### src/rtl/logic_gate_unit.sv
// logic_gate_unit: N-operand bitwise logic unit with a one-deep ready/valid
// output register, sticky illegal-op flag and saturating accept counter.
// Optional feature: define LOGIC_GATE_UNIT_PARITY_EN to add the registered
// y_par output (XOR-reduction of y).
module logic_gate_unit #(
  parameter int WIDTH   = 8,
  parameter int NUM_IN  = 2,
  parameter int COUNT_W = 16
) (
  input  logic                    clk,
  input  logic                    rst,
  input  logic                    in_valid,
  output logic                    in_ready,
  input  logic [NUM_IN*WIDTH-1:0] in_data,
  input  logic [2:0]              op,
  output logic                    out_valid,
  input  logic                    out_ready,
  output logic [WIDTH-1:0]        y,
  output logic                    y_any,
  output logic                    y_all,
  output logic                    err,
  output logic [COUNT_W-1:0]      count
`ifdef LOGIC_GATE_UNIT_PARITY_EN
  ,
  output logic                    y_par
`endif
);

  localparam logic [2:0] OP_AND  = 3'd0;
  localparam logic [2:0] OP_OR   = 3'd1;
  localparam logic [2:0] OP_XOR  = 3'd2;
  localparam logic [2:0] OP_NAND = 3'd3;
  localparam logic [2:0] OP_NOR  = 3'd4;
  localparam logic [2:0] OP_XNOR = 3'd5;

  localparam logic [COUNT_W-1:0] COUNT_MAX = {COUNT_W{1'b1}};

  logic [WIDTH-1:0] red_and;
  logic [WIDTH-1:0] red_or;
  logic [WIDTH-1:0] red_xor;
  logic [WIDTH-1:0] result;
  logic             illegal;
  logic             accept;

  // Reset forces ready high so upstream sees a clean handshake, but nothing
  // is accepted until reset has been released.
  assign in_ready = rst || !out_valid || out_ready;
  assign accept   = in_valid && in_ready && !rst;

  // Bitwise reductions across all operands, then select by op.
  always_comb begin
    red_and = '1;
    red_or  = '0;
    red_xor = '0;
    for (int k = 0; k < NUM_IN; k++) begin
      red_and = red_and & in_data[k*WIDTH +: WIDTH];
      red_or  = red_or  | in_data[k*WIDTH +: WIDTH];
      red_xor = red_xor ^ in_data[k*WIDTH +: WIDTH];
    end
    illegal = 1'b0;
    case (op)
      OP_AND:  result = red_and;
      OP_OR:   result = red_or;
      OP_XOR:  result = red_xor;
      OP_NAND: result = ~red_and;
      OP_NOR:  result = ~red_or;
      OP_XNOR: result = ~red_xor;
      default: begin
        result  = '0;
        illegal = 1'b1;
      end
    endcase
  end

  // Output register, handshake state, sticky error and saturating counter.
  always_ff @(posedge clk) begin
    if (rst) begin
      out_valid <= 1'b0;
      y         <= '0;
      y_any     <= 1'b0;
      y_all     <= 1'b0;
      err       <= 1'b0;
      count     <= '0;
    end else begin
      if (accept) begin
        out_valid <= 1'b1;
        y         <= result;
        y_any     <= |result;
        y_all     <= &result;
        if (illegal) begin
          err <= 1'b1;
        end
        if (count != COUNT_MAX) begin
          count <= count + 1'b1;
        end
      end else if (out_ready) begin
        // Result consumed with nothing new: drop valid, keep y as it was.
        out_valid <= 1'b0;
      end
    end
  end

`ifdef LOGIC_GATE_UNIT_PARITY_EN
  // Parity of the result, registered alongside y.
  always_ff @(posedge clk) begin
    if (rst) begin
      y_par <= 1'b0;
    end else if (accept) begin
      y_par <= ^result;
    end
  end
`endif

endmodule

### config.mk
export PLATFORM = sky130hd
export DESIGN_NAME = logic_gate_unit
export DESIGN_NICKNAME = d
export VERILOG_FILES = /design/src/rtl/logic_gate_unit.sv
export SDC_FILE = /design/constraint.sdc
export NUM_CORES = 1
export LEC_CHECK = 0
export ABC_AREA = 1
export CORE_MARGIN = 8
export CORE_UTILIZATION = 42
export DETAILED_ROUTE_END_ITERATION = 10
export DONT_BUFFER_PORTS = 1
export GPL_TIMING_DRIVEN = 0
export PLACE_DENSITY_LB_ADDON = 0.25
export SLEW_MARGIN = 25
export SYNTH_ARGS = -nofsm -noshare
export SYNTH_HDL_FRONTEND = slang
export SYNTH_SLANG_ARGS = --single-unit
### constraint.sdc
create_clock -name clk -period 1.7 [get_ports clk]
set_input_delay 0.085 -clock clk [delete_from_list [all_inputs] [get_ports clk]]
set_output_delay 0.085 -clock clk [all_outputs]
set_load 0.02 [all_outputs]
Word-level counts from Yosys, hierarchy flattened

Cells that the tools add are included.

Register bits after elaboration: 28
Input port bits: 23
Word-level logic and storage cells: 36

Equality and inequality tests: 6
Mux-type cells: 3
Add/subtract/negate cells: 1
Bitwise gates (word level): 7
Reduce and logical (&&, ||, !) cells: 13

Operators by type and width:

| cell                  | count |
|---|---|
| $pmux 8 s6            | 1 |
| $not 8->8             | 3 |
| $add 16x1->16 const B | 1 |
| $ne 16x16->1 const B  | 1 |
| $and 8x8->8           | 1 |
| $or 8x8->8            | 1 |
| $reduce_and 8->1      | 1 |
| $reduce_or 8->1       | 1 |
| $xor 8x8->8           | 1 |
| $eq 3x2->1 const B    | 2 |
| $eq 3x3->1 const B    | 2 |
| $reduce_or 6->1       | 1 |
| $reduce_and 2->1      | 2 |
| $eq 3x1->1 const B    | 1 |
| $logic_not 3->1       | 1 |
| $logic_and 1x1->1     | 2 |
| $logic_not 1->1       | 2 |
| $logic_or 1x1->1      | 2 |
| $mux 1                | 2 |
| $reduce_bool 2->1     | 1 |
| $not 1->1             | 1 |

Depth between registers and ports, before layout

Depth in word-level cells: 6
Mapped depth: 11

Least setup slack after synthesis

No wires, ideal clock.

Path type: flip-flop to flip-flop
From: register count[0]
To: register count[0]
Slack: 0.051 ns
Data arrival time: 1.514 ns
Setup time: 0.134 ns
Stages on the path, launching flop included: 10
Data required time: 1.566 ns
Path through: dfxtp_1 -> ha_1 -> nand3_1 -> nor2_1 -> nand2_1 -> nand2_2 -> inv_2 -> buf_6 -> o21ai_0 -> a21oi_1

Longest elaborated chain between the ends: 2
Elaborated cells on any way between the ends: 3

Ends and longest elaborated chain:

| element                                               | line | source |
|---|---|---|
| start, declared                                       | 22   | `output logic [COUNT_W-1:0] count` |
| start signal, assigned                                | 94   | `count <= count + 1'b1;` |
| branches (longest 2 deep; another with $add 16x1->16) | n/a  |  |

Several ways; the timed one is not identified.
A chain may end at the register's enable or synchronous reset.

Final worst setup path

From: register count[5]
To: register count[5]

The elaborated chain is that of the path after synthesis.

==> results.md <==
* Status: finished, final reports clean
* Post-synthesis cell type count at 30
* Post-DR wirelength/cell at roughly 13 um
* Final GP Congestion at around 0.84
* CP startpoint kind: flop
* Final setup fails at 0
* Max Cap Violations at 0
* Most used cell, CP: nand2_1
* Initial DRC count at 67
* Core box area at 0.00472 mm^2
* Max frequency at 634 MHz
* Critical Path AT at about 1700 ps
* Top_reg_cell synth: dfxtp_1
* Vias at slightly above 2000
* Drt drc at 0
* Lkg Pwr at roughly 1 nW
* Met3 routed WL at 519 um
* Finished Cell Area at between 0.002 and 0.0025 mm^2
* Die Ht at 86.0 um
* Num Clock Sinks at 28
* CTS tree: built
* TNS Setup at 0 ps
* Initial Util at 43.6%
* Vias in the first global route at 1983
* Row count at 25
* CP Class: flop to flop
* Crit-path max FO at 10
* Initial antenna violation count at 0
* Ys async rst share at 0%
* Post-synthesis register bit count at 28
* Top post-synthesis cells by area: dfxtp_1 27%, nand2_1 15%, ha_1 10%, inv_1 9.5%, nand3_1 8.5%
* Die W at roughly 86 um
* Setup WS pre-CTS at -200 ps
* H-tree depth at 1
* Root buf cell: clkbuf_8
* Area leader, netlist: dfxtp_1
* Slew Limit Fails at 0
* Setup crit end kind: flop
* Syn avg cell area at roughly 6.2 um^2
* Cells after Synth at 330
* Fin crit share at 92.8%
* Highest-delay cell along the critical path: dfxtp_4
* Synthesized net count at 370
* Synth warn at 0
* Worst EP required at between 1500 and 2000 ps
* Clock Latency Late Sink at 280 ps
* Cell area after synthesis at approximately 0.0021 mm^2
* WL met1 at 2200 um
* Port bufs at 0
* CTS Buf Count at 3
* Full die area at ~0.0074 mm^2
* DR WL met2 at 2480 um
* Via density at 5.01
* Critical path cell sequence: nand2_1, nor2_2, nand2_1, nor2_2, nand2_1, nand2_2, inv_2, buf_6, o21ai_0, a21oi_1
* Pwr dens at 609 mW/mm^2
* Final hold slack at roughly 180 ps
* I/O pins at 52
* Final min period at about 1600 ps
* Tightest Pin Transition at between 500 and 600 ps
* HPWL Detailed at 4090 um
* Drt pass-1 iters at 4
* Final WL at between 5000 and 6000 um
* Grt ovf at 0
* Share of cells above drive strength 1 at 11.6%
* Number of enable flip-flop cells after synthesis at 0
* Fin cells at a little over 400
* Highest metal used: met4
* Setup Skew at ~5.8 ps
* Gr usage total at 14.9%
* Relative slew slack at about two thirds
* Post-route antenna net violation count at 0
* Sequential area share after synthesis at 27.2%
* Hold WC Path Type: input pin to flop
* Yosys top cell area share at between 20% and 30%
* Clock slew at reported path FFs at roughly 100 ps
* Total placed cells including tap cells at between 300 and 400
* First-pass GRT wire length at just over 9000 um
* Area Overhead vs Synth at 11.4%
* Slowest stage delay, CP at 420 ps
* Clk buf depth at 2
* Final Hold Fails at 0
* Pin count of the biggest net entering global routing at 16
* Layout Nets at about 380
* VDD IR-drop max at between 0.2 and 0.25 mV
* Antenna Cells at 0
* Final WS setup at ~120 ps
* Placement Cell Area at between 0.002 and 0.0025 mm^2
## layer usage
layer / global-route usage, % / vias up
li1: - / 1065
met1: 16.2 / 901
met2: 26.3 / 54
met3: 6.11 / 6
met4: 2.71 / 0
met5: 0 / -
## cell usage in the layout, fill, tap and decap left out, types with 3 or more instances in the layout
cell and n:
nand2_1 84, inv_1 52, nand3_1 34, nor2_1 26, a21oi_1 18, o21ai_0 16, ha_1 16, dfxtp_1 16
nor3_1 8, dfxtp_4 8, nor2_2 5, buf_2 4, nand3b_1 4, o21ai_1 4, clkbuf_8 4, dfxtp_2 4
xnor2_1 3, buf_4 3, nand4_1 3, a31oi_1 3
## worst max-delay path: cells and delay by family (launching register included)
family	cells	cell delay, ps
and+or+nand+nor	6	660
DFF	1	420
buffers and inverters	2	190
AOI/OAI and AO/OA	2	170
## flip-flops by register name (all words and copies together) (netlist names)
signal / flops
out_valid: 1
err: 1
y_any: 1
count: 16
y: 8
y_all: 1
## synthesized netlist by cell type, types with 2 or more instances
library cell,n
o21ai_1,4
buf_4,2
buf_2,4
nand4_1,3
o21ai_0,16
clkbuf_1,2
nor3_1,9
nor2_1,30
xnor2_1,3
nand2_1,84
a31oi_1,3
a21oi_1,18
ha_1,17
inv_1,52
nand3b_1,4
buf_6,2
dfxtp_1,28
nand3_1,35
inv_2,2
a21oi_2,2
## where the power goes
group | switching [mW] | leakage [nW] | internal, mW
sequential | 0.0549 | 0.236 | 0.671
combinational | 0.161 | 0.755 | 0.0948
clock | 0.208 | 0.0288 | 0.207
total | 0.424 | 1.02 | 0.973
## kinds of logic after synthesis
kind of cell,Yosys count,synth area share (%)
AOI/OAI and AO/OA,44,11.4
xor gates and xnor gates,4,1.70
adders and majority gates,17,10.3
buffers and inverters,65,13.2
DFF,28,27.2
and+or+nand+nor,172,36.2
## timing repair
action                                 CTS  global route
pin swaps                                0             1
endpoints found under the hold margin    2             0
setup buffers                            0             1
hold buffers                             2             0
setup endpoints to repair               16            16
gates resized for setup                  7            21
## path summary, 6_finish.rpt
check                                           start                     to  slack [ps]  depth (start not counted)
worst min-delay path                              rst     y_any$_SDFFE_PP0P_         180                          3
worst max register to register  count[5]$_SDFFE_PP0P_  count[5]$_SDFFE_PP0P_         120                         10
worst max-delay path            count[5]$_SDFFE_PP0P_  count[5]$_SDFFE_PP0P_         120                         10
worst min register to register  count[4]$_SDFFE_PP0P_  count[4]$_SDFFE_PP0P_         520                          1
## cell type report
type                       instances  area, um^2
multi-input combinational        237        1260
timing repair buffer               3        27.5
buffer                            10        65.1
clock buffer                       4        55.1
inverter                          55         206
sequential                        28         596
tap                               67        83.8
fill                             502        2430
## per-stage QoR
| step | total power, mW | util (%) |
|---|---|---|
| detailed placement | 1.00 | 45.4 |
| floorplan | 0.939 | - |
| global route | 1.49 | 48.6 |
| CTS | 1.42 | 47.2 |
| global placement | 0.995 | 45.4 |
| finish | 1.40 | 48.6 |
(Power assumes the default switching activity.)
